`src/rtl/one_bit_full_adder.sv`:
```
// Single-bit full adder with a combinational sum/carry path, a one-cycle
// registered copy with valid flag, and an internal carry register for bit-serial use.
module one_bit_full_adder #(
    parameter logic CARRY_INIT = 1'b0
) (
    input  logic clk,
    input  logic rst,
    input  logic A,
    input  logic B,
    input  logic Cin,
    input  logic in_valid,
    input  logic serial_en,
    input  logic clr_carry,
    output logic Sum,
    output logic Cout,
    output logic Sum_q,
    output logic Cout_q,
    output logic out_valid,
    output logic carry_state
);

    logic cin_eff;

    always_comb begin
        cin_eff = serial_en ? carry_state : Cin;
        Sum     = A ^ B ^ cin_eff;
        Cout    = (A & B) | (A & cin_eff) | (B & cin_eff);
    end

    always_ff @(posedge clk) begin
        if (rst) begin
            Sum_q     <= 1'b0;
            Cout_q    <= 1'b0;
            out_valid <= 1'b0;
        end else begin
            out_valid <= in_valid;
            if (in_valid) begin
                Sum_q  <= Sum;
                Cout_q <= Cout;
            end
        end
    end

    // clr_carry outranks a same-cycle serial update; the add itself still used the old carry
    always_ff @(posedge clk) begin
        if (rst || clr_carry) begin
            carry_state <= CARRY_INIT;
        end else if (in_valid && serial_en) begin
            carry_state <= Cout;
        end
    end

endmodule

```
`config.mk`:
```
export PLATFORM = sky130hd
export DESIGN_NAME = one_bit_full_adder
export DESIGN_NICKNAME = d
export VERILOG_FILES = /design/src/rtl/one_bit_full_adder.sv
export SDC_FILE = /design/constraint.sdc
export NUM_CORES = 1
export LEC_CHECK = 0
export BUFFER_PORTS_ARGS = -buffer_cell sky130_fd_sc_hd__buf_2
export CAP_MARGIN = 0
export CORE_AREA = 4 4 41 43
export DETAILED_ROUTE_END_ITERATION = 7
export DIE_AREA = 0 0 45 47
export SLEW_MARGIN = 20
export SYNTH_ARGS = -nofsm -noshare
export SYNTH_HDL_FRONTEND = slang
export SYNTH_SLANG_ARGS = --single-unit
```
`constraint.sdc`:
```
create_clock -name clk -period 2.6 [get_ports clk]
set_input_delay 0 -clock clk [delete_from_list [all_inputs] [get_ports clk]]
set_output_delay 0 -clock clk [all_outputs]
set_load 0.05 [all_outputs]
```
==> summary.txt, run 1 <==
CTS
  – CTS Buffer Depth: 2
  – Worst skew pair latency: 0.23 ns
  – H-Tree Depth: 1
  – CTS resizes: 0
  – CTS tree: done
  – Setup bufs post-CTS: 0
  – Num CTS Buffers: 3
  – Clock sinks: 4
  – Root Buffer: clkbuf_4
  – CTS Hold Buffers Added: 3
  – Worst-path clk slew: 0.04 ns

Setup path
  – Stages on the worst setup path: 5
  – Slowest CP cell: dlygate4sd3_1
  – Setup CP Type: reg -> reg
  – CP cell instances: mux2_2 -> fa_1 -> nand3_1 -> a211oi_2 -> dlygate4sd3_1
  – Cell family with most CP delay: buffers and inverters
  – Worst Path Required: 2.72 ns
  – Critical Path End Type: flop
  – Crit path DAT: 1.95 ns
  – CP bufs+invs: 1
  – Crit-path max cell delay: 0.55 ns
  – Startpoint Class: flop
  – R2R depth: 5
  – Flop2flop setup slack: 0.76 ns
  – Crit path max fanout: 3

Drt
  – Pre-Repair DR Iteration Count: 4
  – DR iter-0 viols: 3
  – Routed Antenna Nets: 0
  – Routed vias/inst: 3.75
  – DR vias: 180
  – DRC: 0
  – Routed wire per std cell: 10.4 um
  – Total routed wirelength: 499 um

Floorplanning
  – Rows: 13
  – Die Y: 47 um
  – Die span in x: 45 um
  – CORE AREA: 1300 sq um
  – Full die area: 2120 sq um
  – Io pins: 14
  – Initial Util: 0.133

Finish
  – Fin util: 0.238
  – Final instance area: 309 sq um
  – Area Growth Syn to Fin: 79.0%
  – NumNets Final: 44
  – # fillers: 151
  – Ant. Diodes: 0
  – Layout cells sized above 1: 0.545

Timing
  – Final Max Slew Viols: 0
  – Slew margin rel.: 0.832
  – Setup Skew: 0.00383 ns
  – Hold Fails Final Rpt: 0
  – # setup viols final: 0
  – Hold slack: 0.0909 ns
  – Period minus WS final: 1.84 ns
  – Max Freq: 545 MHz
  – Tcrit/Tclk final: 0.706
  – Slew @ Worst Pin: 0.254 ns
  – RSZ-0062 raised after global routing: no
  – Setup TNS: 0 ns

Logic synthesis
  – Syn nets: 23
  – Sequential-to-total area share from yosys stat: 0.464
  – Yosys top cell by area: dfxtp_1
  – Syn_area_per_cell: 12.3 sq um
  – FF+latch count, synth: 4
  – Ys Warns: 0
  – Distinct cell type count after synthesis: 9
  – Ranking of synthesized cells by area: dfxtp_1 (46%), fa_1 (12%), mux2i_1 (12%)
  – Synth Cell Area: 173 sq um
  – Area share of the largest cell type after synthesis: 0.464
  – Synth Instances: 14

Flow run
  – Max cap viols: 0

Pwr
  – Design Power: 0.198 mW
  – Maximum VDD drop: 0.182 mV
  – Lkg Pwr: 0.154 nW
  – P per Cell Area: 641 nW/um^2

Global route
  – Global-route wire length before repair: 862 um
  – Global route overflow: 0
  – Largest net degree at the start of global routing: 6
  – Number of global-route vias before repair: 207
  – Antenna violations before repair: 0
  – Global router's overall resource usage: 0.0633

Placed design
  – Final RePlAce weighted congestion: 0.713
  – Count of input and output buffers: 13
  – Placed inst area: 256 sq um

Worst hold path
  – Hold Path Cell Cnt: 2
  – Worst hold path class: in -> reg

Outcome
  – Status: completed
## final timing paths
| kind | start | end |
|---|---|---|
| max | carry_state | carry_state |
| min | in_valid | out_valid |
| max reg2reg | carry_state | carry_state |
| min reg2reg | Cout_q | Cout_q |
## final cells by class
class	instances	area, sq um	share of cell area
Tap cell	15	18.8	0.0607
Sequential cell	4	80.1	0.259
Clock buffer	3	22.5	0.0729
Multi-Input combinational cell	10	92.6	0.300
Timing Repair Buffer	16	95.1	0.308
## cell families (layout without fill, tap and decap cells)
| kind of cell | after synthesis | count (layout) | synth area share |
|---|---|---|---|
| AOI/OAI and AO/OA | 2 | 2 | 0.130 |
| adders and majority gates | 1 | 1 | 0.116 |
| buffers and inverters | 0 | 19 | 0 |
| DFF | 4 | 4 | 0.464 |
| muxes | 3 | 3 | 0.181 |
| and+or+nand+nor | 4 | 4 | 0.109 |
## state kept, by name, summed over array words and instances, names as in the netlist
register and count:
carry_state 1, Sum_q 1, out_valid 1, Cout_q 1
## report_power, final
group	internal, mW	switching [mW]
combinational	0.0173	0.0389
clock	0.0515	0.0234
sequential	0.0654	0.00156
total	0.134	0.0639
## placed cells by master (no fill, tap or decap)
master,instances
dlygate4sd3_1,3
buf_2,13
a211oi_2,1
nand3_1,1
a21bo_1,1
fa_1,1
dfxtp_1,4
nor2_1,2
nor2b_1,1
clkbuf_4,3
mux2_2,1
mux2i_1,2
## metrics by stage
step	cells	setup WS [ns]
global placement	42	1.29
finish	48	0.765
global route	48	0.662
detailed placement	42	1.26
floorplan	14	0.693
CTS	48	0.771
## cell usage after synthesis
cell / n
fa_1: 1
nor2_1: 2
nand3_1: 1
a211oi_2: 1
nor2b_1: 1
dfxtp_1: 4
mux2i_1: 2
a21bo_1: 1
mux2_2: 1
## routing by layer
| metal | up-vias | share of wire | GRT usage |
|---|---|---|---|
| met5 | - | 0 | 0 |
| met3 | 0 | 0.22 | 0.0613 |
| li1 | 88 | - | - |
| met1 | 78 | 0.48 | 0.0753 |
| met4 | 0 | 0 | 0.0526 |
| met2 | 14 | 0.30 | 0.0621 |
## worst reg2reg max path, cell delays in order, from the launching register on
cell and delay [ns]:
dfxtp_1 0.31, mux2_2 0.27, fa_1 0.42, nand3_1 0.11
a211oi_2 0.06, dlygate4sd3_1 0.55
No activity file was read; power rests on OpenSTA's default activity.
==> run 2: changes to the inputs <==
ABC_AREA = 1   (was not set)
clock period = 1.9 ns   (was 2.6 ns; I/O delays follow)
==> summary.txt, run 2 <==
Outcome
  – Status: completed

Logic synthesis
  – Synth Area in XOR/XNOR: 0
  – Async S/R FF share, synth: 0
  – Synth Flop Type: dfxtp_1
  – Post-synth EDFFs: 0
  – Synth cell count leaders: nand2_1 (6), dfxtp_1 (4), a21oi_1 (3), inv_1 (3), nor2_1 (3)
  – Synth Instances: 22
  – Syn nets: 31
  – Synth Area in Adders: 0.118
  – Distinct cell type count after synthesis: 8
  – Ranking of synthesized cells by area: dfxtp_1 (47%), nand2_1 (13%), fa_1 (12%)
  – Top-count cell post-synth: nand2_1
  – Largest family of logic cells by synthesized area: simple AND/OR/NAND/NOR gates
  – Post-synthesis mux area share: 0
  – FF+latch count, synth: 4
  – Simple-gate share of the synthesized area: 0.228
  – Yosys top cell by area: dfxtp_1
  – Syn_area_per_cell: 7.73 sq um
  – Sequential-to-total area share from yosys stat: 0.471
  – Area share of the largest cell type after synthesis: 0.471
  – Ys Warns: 0
  – Compound-Gate Fraction of Synth Area: 0.118
  – Synth Cell Area: 170 sq um

Timing
  – Slew @ Worst Pin: 0.251 ns
  – Setup Skew: 0.00236 ns
  – Max Freq: 682 MHz
  – Hold Fails Final Rpt: 0
  – Tcrit/Tclk final: 0.772
  – # setup viols final: 0
  – Setup TNS: 0 ns
  – Period minus WS final: 1.47 ns
  – RSZ-0062 raised after global routing: no
  – Slew margin rel.: 0.834
  – Fin worst setup slack: 0.433 ns
  – Final Max Slew Viols: 0

CTS
  – CTS Buffer Depth: 2
  – CTS tree: done
  – H-Tree Depth: 1
  – Num CTS Buffers: 3
  – Worst skew pair latency: 0.23 ns
  – Setup bufs post-CTS: 0
  – Worst-path clk slew: 0.04 ns
  – Clock sinks: 4
  – Root Buffer: clkbuf_4

Setup path
  – Crit path max fanout: 3
  – Critical Path End Type: output pin
  – Startpoint Class: flop
  – Worst Path Required: 1.90 ns
  – Setup CP Type: reg -> out
  – Crit path DAT: 1.47 ns

Finish
  – Most common cell after layout, fill and taps aside: buf_2
  – Non-Filler Instances: 55
  – Area Growth Syn to Fin: 74.3%
  – Most frequent cells in the layout: buf_2 (13), nand2_1 (6), dfxtp_1 (4)
  – Ant. Diodes: 0
  – NumNets Final: 51
  – Layout cells sized above 1: 0.400
  – # fillers: 159
  – Fin util: 0.228

Pwr
  – Maximum VDD drop: 0.175 mV
  – Clock Power Share: 0.380
  – Fraction of power consumed by sequential logic: 0.339
  – Sw frac: 0.324
  – P per Cell Area: 908 nW/um^2
  – Logic pwr share: 0.281
  – Lkg Pwr: 0.154 nW
  – Design Power: 0.269 mW
  – Cell-internal power: 0.182 mW
  – P_sw: 0.0873 mW

Global route
  – Global-route wire length before repair: 731 um
  – Global route overflow: 0
  – Number of global-route vias before repair: 188
  – Antenna violations before repair: 0
  – Largest net degree at the start of global routing: 6
  – Global router's overall resource usage: 0.0530

Floorplanning
  – Io pins: 14
  – Initial Util: 0.131
  – CORE AREA: 1300 sq um
  – Full die area: 2120 sq um
  – Rows: 13
  – Die Y: 47 um
  – Die span in x: 45 um

Flow run
  – Max cap viols: 0

Worst hold path
  – Worst hold path class: in -> reg

Drt
  – Routed wire per std cell: 7.98 um
  – Routed vias/inst: 3.56
  – DR iter-0 viols: 1
  – DR vias: 196
  – Total routed wirelength: 439 um
  – Pre-Repair DR Iteration Count: 2
  – DRC: 0
  – Routed Antenna Nets: 0

Placed design
  – Final RePlAce weighted congestion: 0.603
  – Count of input and output buffers: 13
  – HPWL after DPL: 372 um
  – Placed cells: 50
  – Post-placement setup slack: 0.662 ns
[run 2: cell types whose count changed after synthesis, sizes merged]
cell    delta
mux2i      -2
o21ai      +1
inv        +3
nand2      +6
nor2b      -1
a211oi     -1
nor2       +1
a21bo      -1
mux2       -1
a21oi      +3
[run 2: path summary, 6_finish.rpt]
check / start / to / slack, ns / cells after the start
worst max-delay path: carry_state / Sum / 0.43 / 4
worst min-delay path: in_valid / Sum_q / 0.05 / 3
worst max register to register: carry_state / Sum_q / 0.68 / 5
worst min register to register: Cout_q / Cout_q / 0.46 / 2
[run 2: power groups by stage]
stage | clock, mW | sequential (mW) | combinational, mW
after global routing | 0.116 | 0.0918 | 0.0808
after CTS | 0.110 | 0.0913 | 0.0770
after global placement | 0 | 0.0925 | 0.0732
final | 0.102 | 0.0913 | 0.0757
after detailed placement | 0 | 0.0926 | 0.0737
after floorplan | 0 | 0.110 | 0.0368
[run 2: per-stage QoR]
step	hold slack (ns)	instance area, sq um
2_1_floorplan	0.0691	170
3_3_place_gp	0.213	254
3_5_place_dp	0.219	254
4_1_cts	0.0441	297
5_1_grt	0.0549	297
6_report	0.0523	297
[run 2: layer usage]
metal	GRT usage	share of wire	wire length, um
met1	0.0525	0.38	165
met2	0.0706	0.49	217
met3	0.0383	0.13	56
met4	0.0526	0	0
met5	0	0	0
[run 2: cell type report]
class / count / area [sq um] / area share
Clock buffer: 3 / 22.5 / 0.0759
Inverter: 3 / 11.3 / 0.0380
Multi-Input combinational cell: 15 / 78.8 / 0.266
Sequential cell: 4 / 80.1 / 0.270
Tap cell: 15 / 18.8 / 0.0633
Timing Repair Buffer: 15 / 85.1 / 0.287
[run 2: repair_timing]
action                                 in CTS  in global routing
hold buffers                                2                  0
resized for setup                           0                  0
endpoints found under the hold margin       4                  0
[run 2: cells by family (layout without fill, tap and decap cells)]
group           after synthesis  count (layout)
fa+ha+maj                     1               1
simple gates                 10              10
buf+inv                       3              21
compound gates                4               4
flops                         4               4
[run 2: worst max-delay path: stages (launching register included)]
cell,delay (ns)
dfxtp_1,0.31
nand2_1,0.05
o21ai_0,0.09
fa_1,0.52
buf_2,0.27
